===== config.mk =====
export PLATFORM = sky130hd
export DESIGN_NAME = seq_mon
export DESIGN_NICKNAME = d
export VERILOG_FILES = /design/src/rtl/seq_pkg.sv /design/src/rtl/seq_mon_satcnt.sv /design/src/rtl/seq_mon.sv
export SDC_FILE = /design/constraint.sdc
export NUM_CORES = 1
export LEC_CHECK = 0
export CAP_MARGIN = 20
export CELL_PAD_IN_SITES_DETAIL_PLACEMENT = 0
export CELL_PAD_IN_SITES_GLOBAL_PLACEMENT = 2
export CORE_MARGIN = 1.5
export CORE_UTILIZATION = 36
export DETAILED_ROUTE_END_ITERATION = 10
export GPL_TIMING_DRIVEN = 0
export PLACE_DENSITY_LB_ADDON = 0.1
export SYNTH_ARGS = -nofsm -noshare
export SYNTH_HDL_FRONTEND = slang
export SYNTH_HIERARCHICAL = 1
export SYNTH_SLANG_ARGS = --single-unit

===== constraint.sdc =====
create_clock -name clk -period 4.06 [get_ports clk]
set_input_delay 0.609 -clock clk [delete_from_list [all_inputs] [get_ports clk]]
set_output_delay 0.609 -clock clk [all_outputs]
set_load 0.02 [all_outputs]

===== src/rtl/seq_pkg.sv =====
// Shared definitions for the sequence generator / monitor family.
package seq_pkg;
  localparam int DEF_W    = 4;
  localparam int DEF_STEP = 1;

  typedef enum logic [1:0] {
    HUNT   = 2'b00,
    LOCKED = 2'b01
  } seq_state_e;
endpackage


===== src/rtl/seq_mon_satcnt.sv =====
// Saturating up-counter with synchronous clear; holds at all-ones.
module seq_mon_satcnt #(
  parameter int CNT_W = 8
) (
  input  logic             clk,
  input  logic             rst,
  input  logic             clr,
  input  logic             inc,
  output logic [CNT_W-1:0] cnt
);
  logic [CNT_W-1:0] cnt_q, cnt_d;

  always_comb begin
    cnt_d = cnt_q;
    if (clr)                     cnt_d = '0;
    else if (inc && cnt_q != '1) cnt_d = cnt_q + 1'b1;
  end

  always_ff @(posedge clk or negedge rst) begin
    if (!rst) cnt_q <= '0;
    else      cnt_q <= cnt_d;
  end

  assign cnt = cnt_q;
endmodule


===== src/rtl/seq_mon.sv =====
// Checks that each valid sample equals previous+STEP (mod 2^W); lock/unlock FSM,
// error pulse and saturating error count. SEQ_MON_CAPTURE_EN adds err_exp/err_act capture.
module seq_mon
  import seq_pkg::*;
#(
  parameter int W        = DEF_W,
  parameter int STEP     = DEF_STEP,
  parameter int LOCK_N   = 3,
  parameter int UNLOCK_N = 2,
  parameter int CNT_W    = 8
) (
  input  logic             clk,
  input  logic             rst,
  input  logic             in_valid,
  input  logic [W-1:0]     in_data,
  input  logic             clr,
  output logic             locked,
  output logic             err,
  output logic [CNT_W-1:0] err_cnt
`ifdef SEQ_MON_CAPTURE_EN
  ,
  output logic [W-1:0]     err_exp,
  output logic [W-1:0]     err_act
`endif
);
  localparam int RUN_W  = $clog2(LOCK_N + 1);
  localparam int MISS_W = $clog2(UNLOCK_N + 1);
  localparam logic [W-1:0]      STEP_W   = W'(STEP);
  localparam logic [RUN_W-1:0]  LOCK_V   = RUN_W'(LOCK_N);
  localparam logic [MISS_W-1:0] UNLOCK_V = MISS_W'(UNLOCK_N);

  seq_state_e        state_q, state_d;
  logic              have_prev_q, have_prev_d;
  logic [W-1:0]      prev_q, prev_d;
  logic [RUN_W-1:0]  run_q, run_d;
  logic [MISS_W-1:0] miss_q, miss_d;
  logic              locked_q, locked_d;
  logic              err_q, err_d;
  logic              cnt_inc;
  logic [W-1:0]      expect_w;
  logic              good;

  // Expectation wraps naturally in W bits.
  assign expect_w = prev_q + STEP_W;
  assign good     = (in_data == expect_w);

  always_comb begin
    state_d     = state_q;
    have_prev_d = have_prev_q;
    prev_d      = prev_q;
    run_d       = run_q;
    miss_d      = miss_q;
    err_d       = 1'b0;
    cnt_inc     = 1'b0;
    if (clr) begin
      have_prev_d = 1'b0;
      state_d     = HUNT;
      run_d       = '0;
      miss_d      = '0;
    end else if (in_valid) begin
      // Always re-seed on the received value, good or bad.
      prev_d = in_data;
      if (!have_prev_q) begin
        have_prev_d = 1'b1;
      end else begin
        case (state_q)
          HUNT: begin
            if (good) begin
              if (run_q + 1'b1 == LOCK_V) begin
                state_d = LOCKED;
                run_d   = '0;
                miss_d  = '0;
              end else begin
                run_d = run_q + 1'b1;
              end
            end else begin
              run_d = '0;
            end
          end
          LOCKED: begin
            if (good) begin
              miss_d = '0;
            end else begin
              err_d   = 1'b1;
              cnt_inc = 1'b1;
              if (miss_q + 1'b1 == UNLOCK_V) begin
                state_d = HUNT;
                run_d   = '0;
                miss_d  = '0;
              end else begin
                miss_d = miss_q + 1'b1;
              end
            end
          end
          default: state_d = HUNT;
        endcase
      end
    end
    locked_d = (state_d == LOCKED);
  end

  always_ff @(posedge clk or negedge rst) begin
    if (!rst) begin
      state_q     <= HUNT;
      have_prev_q <= 1'b0;
      prev_q      <= '0;
      run_q       <= '0;
      miss_q      <= '0;
      locked_q    <= 1'b0;
      err_q       <= 1'b0;
    end else begin
      state_q     <= state_d;
      have_prev_q <= have_prev_d;
      prev_q      <= prev_d;
      run_q       <= run_d;
      miss_q      <= miss_d;
      locked_q    <= locked_d;
      err_q       <= err_d;
    end
  end

  seq_mon_satcnt #(.CNT_W(CNT_W)) u_err_cnt (
    .clk (clk),
    .rst (rst),
    .clr (clr),
    .inc (cnt_inc),
    .cnt (err_cnt)
  );

  assign locked = locked_q;
  assign err    = err_q;

`ifdef SEQ_MON_CAPTURE_EN
  logic [W-1:0] err_exp_q, err_exp_d, err_act_q, err_act_d;

  always_comb begin
    err_exp_d = err_exp_q;
    err_act_d = err_act_q;
    if (clr) begin
      err_exp_d = '0;
      err_act_d = '0;
    end else if (cnt_inc) begin
      err_exp_d = expect_w;
      err_act_d = in_data;
    end
  end

  always_ff @(posedge clk or negedge rst) begin
    if (!rst) begin
      err_exp_q <= '0;
      err_act_q <= '0;
    end else begin
      err_exp_q <= err_exp_d;
      err_act_q <= err_act_d;
    end
  end

  assign err_exp = err_exp_q;
  assign err_act = err_act_q;
`endif
endmodule


==> metrics, run 1 <==
Final HPWL DP 1910 um; GR Overflow Total 0; RSZ-0062 raised after global routing false; synth top area cells dfrtp_1, nand2_1, nand2b_1; CTS H-tree depth 1; CTS Hold Bufs 0; clock latency at the later pin of the worst-skew pair 0.30 ns; row cnt 20; status completed; hold depth 1; remaining routing DRC violations 0; Slew @ Worst Pin 0.964 ns; FMAX 386 MHz; vias in the first global route 986; setup bufs post-CTS 0; critical path type input port to flop; Worst EP arrival 2.82 ns; Post-DRT Antenna Nets 0; critical path depth in cells 8; DP Cell Count 187; via count 1010; number of antenna diodes 0; YS warnings 6; WL/cell 13.5 um; CP endpoint kind flop; Final period util 63.8%; share of post-route cells with drive strength above 1 10.2%; Layout Skew 0.00236 ns; Final GP Congestion 0.759; setup TNS 0 ns; Hold WC Path Type flop to flop; register area share after synthesis 43.0%; max_cap viols 0; Crit path max-delay family simple AND/OR/NAND/NOR gates; Crit path top cell by count buf_2; first-pass GRT wire length 4600 um; Area Growth Syn to Fin 20.7%; Total GRT Usage 16.7%; Final Instance Count excl. Fillers 191; Clock Sinks 21; slowest stage delay, CP 0.43 ns; Cell Area, Synth 1220 um2; worst reg-to-reg path cell count 9; drt pass-1 iters 4; Iter 0 DRT Violations 41; Die Wd 61.2 um; crit-path max FO 9; CP bufs+invs 3; Longest Clk Path Bufs 2; maximum VDD drop 0.120 mV; Worst slew margin 35.5%; die area 3750 um2; synthesis-stage register bit count 21; via-per-instance ratio 5.29; antenna violations before repair 0; Yosys top cell by area dfrtp_1; pin count of the biggest net entering global routing 22; Hold Vio Cnt, Final 0; initial core utilization 39.0%; Critical Path Start Type input port; Top Ports 18; Tmin final 2.59 ns; max-slew violation count 0; Setup-failing EPs final 0; Core Footprint 3130 um2; Layout fillers 310; CTS tree yes; net total in the final layout 158; Min Hold Slack 0.512 ns; Mean Syn Cell Area 9.69 um2; CP Cell Sequence clkdlybuf4s50_1 -> buf_2 -> nor3b_1 -> and3_1 -> buf_2 -> nand3_1 -> or3_1 -> a211oi_1; power density cells 268 nW/um2; clock root cell clkbuf_4; Reg clk slew, reported paths 0.13 ns; Die H 61.2 um; Static Leak 0.613 nW; syn_nets 136; Post-Route WL 2590 um; slowest CP cell clkdlybuf4s50_1; Syn Inst Count 126; Yosys top cell area share 43.0%; count of cell types in the netlist 43; CTS Buf Count 3; cts repair resizes 0; Crit path required time 4.29 ns; Port Buf Inserts 17
==> cell families (layout without fill, tap and decap cells) <==
logic type      after synthesis  count (layout)  synth area share (%)
flops                        21              21                  43.0
mux                           4               4                  3.59
fa+ha+maj                     2               2                  2.05
xor+xnor                      6               6                  6.76
simple gates                 63              63                  28.5
buf+inv                       6              27                  2.05
compound gates               24              24                  14.0
==> cell usage after synthesis, drive strengths merged <==
cell type / count
nand3b: 1
nor2: 8
xnor2: 2
a211oi: 2
nand4: 3
mux2i: 1
xor2: 3
nor3: 6
o31ai: 1
ha: 2
o31a: 1
a2111o: 1
nor4: 1
a31oi: 2
clkbuf: 1
nand3: 4
mux2: 3
nand2b: 6
a32oi: 1
and4: 2
o21ai: 6
a2111oi: 2
nor3b: 2
or3: 2
a21boi: 1
and3: 3
and3b: 1
buf: 2
nand2: 17
xor3: 1
dfrtp: 21
a221oi: 1
and2: 1
inv: 3
a21oi: 4
nor2b: 6
a41oi: 2
==> cells in the final DEF, fill, tap and decap left out, types with 2 or more instances in the layout <==
cell type	synthesis	final
a41oi_1	2	2
nand2_1	17	17
nor3_1	5	5
o21ai_0	4	4
clkdlybuf4s50_1	0	17
dfrtp_1	21	21
nor3b_1	2	2
nand3_1	3	3
nand4_1	3	3
inv_1	3	3
xor2_2	2	2
nor2_1	8	8
o21ai_1	2	2
a211oi_1	2	2
mux2_2	3	3
a31oi_1	2	2
nand2b_1	6	6
and3_1	3	3
xnor2_1	2	2
nor2b_1	6	6
buf_2	2	2
or3_1	2	2
ha_1	2	2
clkbuf_4	0	3
a21oi_1	4	4
==> final timing paths <==
kind	endpoint	slack, ns	startpoint
setup / recovery	u_err_cnt/cnt[7]	1.47	clr
hold / removal	miss_q[1]	0.51	miss_q[1]
setup reg to reg	u_err_cnt/cnt[7]	1.54	prev_q[0]
hold reg to reg	miss_q[1]	0.51	miss_q[1]
max in group asynchronous	u_err_cnt/cnt[0]	2.66	rst
min in group asynchronous	run_q[1]	0.82	rst
==> stage by stage <==
step	power [mW]	utilization, %	setup WS (ns)	area [um2]
CTS	0.401	47.1	1.49	1470
floorplan	0.271	-	1.79	1220
global placement	0.293	46.2	1.14	1450
finish	0.394	47.1	1.47	1470
detailed placement	0.295	46.2	1.14	1450
global route	0.425	47.1	1.28	1470
==> final cells by class <==
class | count | area [um2] | share of cell area, %
buffer | 3 | 13.8 | 0.934
tap | 44 | 55.1 | 3.74
inverter | 3 | 11.3 | 0.764
clock inverter | 1 | 5.00 | 0.340
multi-input combinational | 99 | 671 | 45.5
timing repair buffer | 17 | 170 | 11.5
clock buffer | 3 | 22.5 | 1.53
sequential | 21 | 526 | 35.7
==> metal layers <==
layer | track usage [%] | vias to the layer above | part of all wire (%)
li1 | - | 500 | -
met1 | 24.9 | 494 | 51
met2 | 24.0 | 14 | 45
met3 | 2.52 | 2 | 3.0
met4 | 6.52 | 0 | 0.81
met5 | 0 | - | 0
==> power breakdown <==
part | leakage (nW) | switching (mW) | internal [mW]
clock | 0.0177 | 0.0679 | 0.0367
sequential | 0.286 | 0.00624 | 0.215
combinational | 0.310 | 0.0408 | 0.0277
==> registers in the layout, summed over array words and instances (netlist names) <==
register       flops
u_err_cnt/cnt      8
prev_q             4
miss_q             2
run_q              2
state_q            2
err                1
have_prev_q        1
locked             1
(Power assumes the default switching activity.)
==> run 2, diff against run 1 <==
CORE_UTILIZATION = 30   (was 36)
clock period = 2.3 ns   (was 4.06 ns; I/O delays follow)
==> run 2 against run 1 <==
- cell count up 5.8%
- first-iteration DRC count up 37%
- highest routed layer unchanged
- non-clock buffer count up 5
- setup slack worse by 1.4 ns
- largest power group unchanged
- worst hold slack worse by 0.10 ns
- clock skew up 0.0062 ns
- largest cell class unchanged
- global-route usage down 2.7 points
==> metrics, run 2 (synthesis results as in run 1) <==
Die Wd 66.8 um (+9.1%); Port Buf Inserts 17 (unchanged); CTS Buf Count 3 (unchanged); Longest Clk Path Bufs 2 (unchanged); area of the multi-input gates 763 um2 (+14%); Setup-failing EPs final 0 (unchanged); Iter 0 DRT Violations 56 (+37%); r2r setup slk 0.14 ns (-1.40 ns); CP endpoint kind flop; slowest CP cell xor3_2; FMAX 455 MHz; max reg flops 8 (unchanged); Reg clk slew, reported paths 0.09 ns (-0.04 ns); CTS tree yes; CP bufs+invs 2 (-1); Crit path max-delay family simple AND/OR/NAND/NOR gates; Die H 66.8 um (+9.1%); WL/cell 13.5 um (-0.51%); clock root cell clkbuf_8; Critical R2R Capture u_err_cnt/cnt[7]; Slew @ Worst Pin 0.503 ns (-0.462 ns); drt pass-1 iters 4 (unchanged); max_cap viols 0 (unchanged); Post-DRT Antenna Nets 0 (unchanged); power density cells 496 nW/um2 (+86%); Hold WC Path Type input port to asynchronous set/reset pin; crit-path max FO 9 (unchanged); Clock Sinks 21 (unchanged); Final period util 95.5%; via-per-instance ratio 4.95 (-6.4%); row cnt 23 (+15%); most frequent cells in the layout dfrtp_1, nand2_1, clkdlybuf4s50_1; clock latency at the later pin of the worst-skew pair 0.26 ns (-0.04 ns); Layout fillers 369 (+19%); Worst EP arrival 2.37 ns (-0.45 ns); setup ws final 0.104 ns (-1.37 ns); Post-Route WL 2720 um (+5.2%); Crit path required time 2.47 ns (-1.82 ns); Core Footprint 3940 um2 (+26%); first-pass GRT wire length 4640 um (+1.0%); worst reg-to-reg path cell count 9 (unchanged); GR Overflow Total 0 (unchanged); dpl ws -0.475 ns (-1.62 ns); design area 1650 um2 (+12%); die area 4460 um2 (+19%); Top Ports 18 (unchanged); Final Util 41.8% (-5.4 points); Tmin final 2.20 ns; max-slew violation count 0 (unchanged); Static Leak 0.671 nW (+9.4%); CTS H-tree depth 1 (unchanged); commonest non-fill, non-tap cell in the layout dfrtp_1; Critical Path Start Type input port; Reg area 526 um2 (unchanged); Hold Vio Cnt, Final 0 (unchanged); setup TNS 0 ns (unchanged); FF-to-FF Start prev_q[0]; Total GRT Usage 13.9% (-2.7 points); CTS Hold Bufs 0 (unchanged); antenna violations before repair 0 (unchanged); Worst slew margin 66.4% (+31 points); Area Growth Syn to Fin 34.8%; DP Area 1450 um2 (+0.52%); critical path type input port to flop; status completed; Min Hold Slack 0.408 ns (-0.104 ns); share of post-route cells with drive strength above 1 19.1% (+8.9 points); Final HPWL DP 1970 um (+3.2%); pin count of the biggest net entering global routing 22 (unchanged); vias in the first global route 1025 (+4.0%); net total in the final layout 163 (+3.2%); RSZ-0062 raised after global routing false; CP Cell Sequence clkdlybuf4s50_1 -> xor3_2 -> nor3_4 -> nand2_2 -> and3_1 -> buf_6 -> nand3_2 -> or3_1 -> a211oi_1; remaining routing DRC violations 0 (unchanged); Layout Skew 0.00853 ns (+0.00617 ns); critical path depth in cells 9 (+1); number of antenna diodes 0 (unchanged); slowest stage delay, CP 0.44 ns (about the same); initial core utilization 31.0% (-8.1 points); Final GP Congestion 0.716 (-5.6%); maximum VDD drop 0.197 mV (+64%); via count 1000 (-0.99%)
==> run 2: cell type report <==
| cell class | count | area share, % |
|---|---|---|
| flip-flops and latches | 21 | 31.9 |
| inverters | 3 | 0.684 |
| multi-input cells | 99 | 46.4 |
| clock buffers | 3 | 2.51 |
| well taps | 50 | 3.80 |
| clock inverters | 1 | 0.304 |
| repair buffers | 22 | 13.2 |
| plain buffers | 3 | 1.22 |
==> run 2: stage by stage <==
| stage | instances | power, mW |
|---|---|---|
| 5_1_grt | 202 | 0.856 |
| 6_report | 202 | 0.817 |
| 3_3_place_gp | 193 | 0.521 |
| 3_5_place_dp | 193 | 0.521 |
| 4_1_cts | 199 | 0.789 |
| 2_1_floorplan | 126 | 0.478 |
==> run 2: power breakdown <==
group          total (mW)  switching [mW]  leakage, nW  internal (mW)
Combinational       0.174          0.0899        0.360         0.0840
Clock               0.251           0.130       0.0255          0.121
Sequential          0.392          0.0132        0.286          0.379
Total               0.817           0.233        0.671          0.584
==> run 2: worst register-to-register path, delay by kind of cell, from the launching register on <==
kind                       cells  cell delay (ns)
adders and majority gates      1             0.31
buffers and inverters          1             0.14
and+or+nand+nor                5             0.82
xor gates and xnor gates       1             0.18
DFF                            1             0.42
AOI/OAI and AO/OA              1             0.22
==> run 2: repair_timing <==
item,in CTS,in global routing
resized for setup,7,10
setup endpoints to repair,7,4
pin swaps,2,3
buffers inserted,2,2
==> run 2: per-layer routing <==
metal	vias to the layer above	track usage (%)	routed length [um]
li1	508	-	-
met1	473	17.6	1290
met2	17	24.1	1310
met3	2	1.52	106
met4	0	5.61	21
met5	-	0	0
==> run 2: how the worst max path moves through the flow <==
stage / startpoint / endpoint / slack (ns)
floorplan: prev_q[0] / u_err_cnt/cnt[7] / 0.03
global placement: clr / u_err_cnt/cnt[7] / -0.45
detailed placement: clr / u_err_cnt/cnt[5] / -0.48
CTS: in_data[2] / u_err_cnt/cnt[0] / 0.006
global route: clr / u_err_cnt/cnt[7] / 0.002
finish: in_data[2] / u_err_cnt/cnt[7] / 0.10
==> run 3, diff against run 2 <==
GPL_TIMING_DRIVEN = unset   (was 0)
SKIP_CTS_REPAIR_TIMING = 1   (was unset)
==> run 3 against run 2 <==
- power shrank 3.0%
- die area is the same
- critical path depth shrank 1
- clock power is essentially flat
- setup slack gained 0.00067 ns
- critical endpoint unchanged
==> metrics, run 3 (synthesis results as in run 1) <==
Worst slew margin 75.2% (+8.9 points); Post-Route WL 2820 um (+3.7%); Final HPWL DP 2110 um (+7.2%); Area Growth Syn to Fin 34.7% (about the same); max reg flops 8 (unchanged); FMAX 455 MHz (about the same); Layout Skew 0.00204 ns (-0.00649 ns); critical path type flop to flop; CP endpoint kind flop; Total GRT Usage 13.7% (-0.20 points); Tmin final 2.20 ns (-0.000672 ns); CTS tree yes; Final period util 95.5% (about the same); setup ws final 0.105 ns (+0.000672 ns); share of post-route cells with drive strength above 1 22.4% (+3.3 points); Reg clk slew, reported paths 0.08 ns (about the same); antenna violations before repair 0 (unchanged); Clock Sinks 21 (unchanged); row cnt 23 (unchanged); Crit path required time 2.48 ns (about the same); crit-path max FO 7 (-2); Longest Clk Path Bufs 2 (unchanged); most frequent cells in the layout dfrtp_1, nand2_1, clkdlybuf4s50_1, buf_4, nor2_1; DP Area 1570 um2 (+7.8%); Port Buf Inserts 17 (unchanged); Core Footprint 3940 um2 (unchanged); clock root cell clkbuf_8; clock latency at the later pin of the worst-skew pair 0.26 ns (about the same); Hold Vio Cnt, Final 0 (unchanged); Setup-failing EPs final 0 (unchanged); setup TNS 0 ns (unchanged); drt pass-1 iters 4 (unchanged); Post-DRT Antenna Nets 0 (unchanged); first-pass GRT wire length 4610 um (-0.73%); Final Util 41.7% (about the same); PnR Total Power 0.793 mW (-3.0%); max_cap viols 0 (unchanged); vias in the first global route 1008 (-1.7%); Die Wd 66.8 um (unchanged); dpl ws -0.151 ns (+0.325 ns); Die H 66.8 um (unchanged); die area 4460 um2 (unchanged); net total in the final layout 172 (+5.5%); via-per-instance ratio 5.01 (+1.2%); Worst EP arrival 2.38 ns (about the same); WL/cell 13.4 um (-0.75%); via count 1057 (+5.7%); number of antenna diodes 0 (unchanged); Critical Path Start Type flop; Iter 0 DRT Violations 55 (-1.8%); design area 1650 um2 (about the same); CTS H-tree depth 1 (unchanged); power density cells 482 nW/um2 (-2.9%); Hold WC Path Type input port to asynchronous set/reset pin; GR Overflow Total 0 (unchanged); RSZ-0062 raised after global routing true; maximum VDD drop 0.167 mV (-15%); max-slew violation count 0 (unchanged); status completed; remaining routing DRC violations 0 (unchanged); Slew @ Worst Pin 0.369 ns (-0.134 ns); Static Leak 0.696 nW (+3.8%); Top Ports 18 (unchanged); commonest non-fill, non-tap cell in the layout dfrtp_1; CTS Buf Count 3 (unchanged); pin count of the biggest net entering global routing 22 (unchanged); initial core utilization 31.0% (unchanged); Final GP Congestion 0.800 (+12%)
## run 3: cell types whose count changed in the layout (fill, tap and decap cells not counted), moves of 2 or more
cell / change
nand3_1: +2
buf_4: +13
xor2_4: -3
nand3_2: -2
xor2_2: +3
## run 3: path summary, 6_finish.rpt
path / slack, ns / to / cells after the start / start
max: 0.10 / u_err_cnt/cnt[7] / 8 / prev_q[0]
min: 0.43 / u_err_cnt/cnt[4] / 2 / rst
max reg2reg: 0.10 / u_err_cnt/cnt[7] / 8 / prev_q[0]
min reg2reg: 0.49 / miss_q[1] / 1 / miss_q[1]
max in group asynchronous: 1.64 / have_prev_q / 2 / rst
min in group clk: 0.49 / miss_q[1] / 1 / miss_q[1]
## run 3: per-stage QoR
stage,hold slack (ns),std cells
detailed placement,0.478,207
finish,0.434,211
global placement,0.470,207
floorplan,0.0494,126
CTS,0.438,211
global route,0.456,211
## run 3: worst max-delay path, cell delays in order (launching register included)
cell and delay [ns]:
dfrtp_1 0.40, ha_1 0.21, xor3_2 0.44, nor3_4 0.05, nand2_1 0.09, and3_4 0.23, nand3_1 0.13, or3_1 0.35
a211oi_2 0.22
## run 3: routing by layer
| metal | wire length (um) | part of all wire, % | track usage (%) |
|---|---|---|---|
| met1 | 1330 | 47 | 17.4 |
| met2 | 1390 | 49 | 23.0 |
| met3 | 79 | 2.8 | 2.53 |
| met4 | 26 | 0.92 | 5.36 |
| met5 | 0 | 0 | 0 |
## run 3: power breakdown
part	leakage, nW	switching (mW)	internal, mW	total [mW]
Combinational	0.385	0.0809	0.0740	0.155
Clock	0.0255	0.128	0.121	0.249
Sequential	0.286	0.0100	0.379	0.389
Total	0.696	0.219	0.574	0.793
## run 3: layout make-up
class | instances | area, um2
sequential | 21 | 526
clock buffer | 3 | 41.3
timing repair buffer | 34 | 298
fill | 384 | 2300
tap | 50 | 62.6
clock inverter | 1 | 5.00
multi-input combinational | 99 | 702
inverter | 3 | 11.3
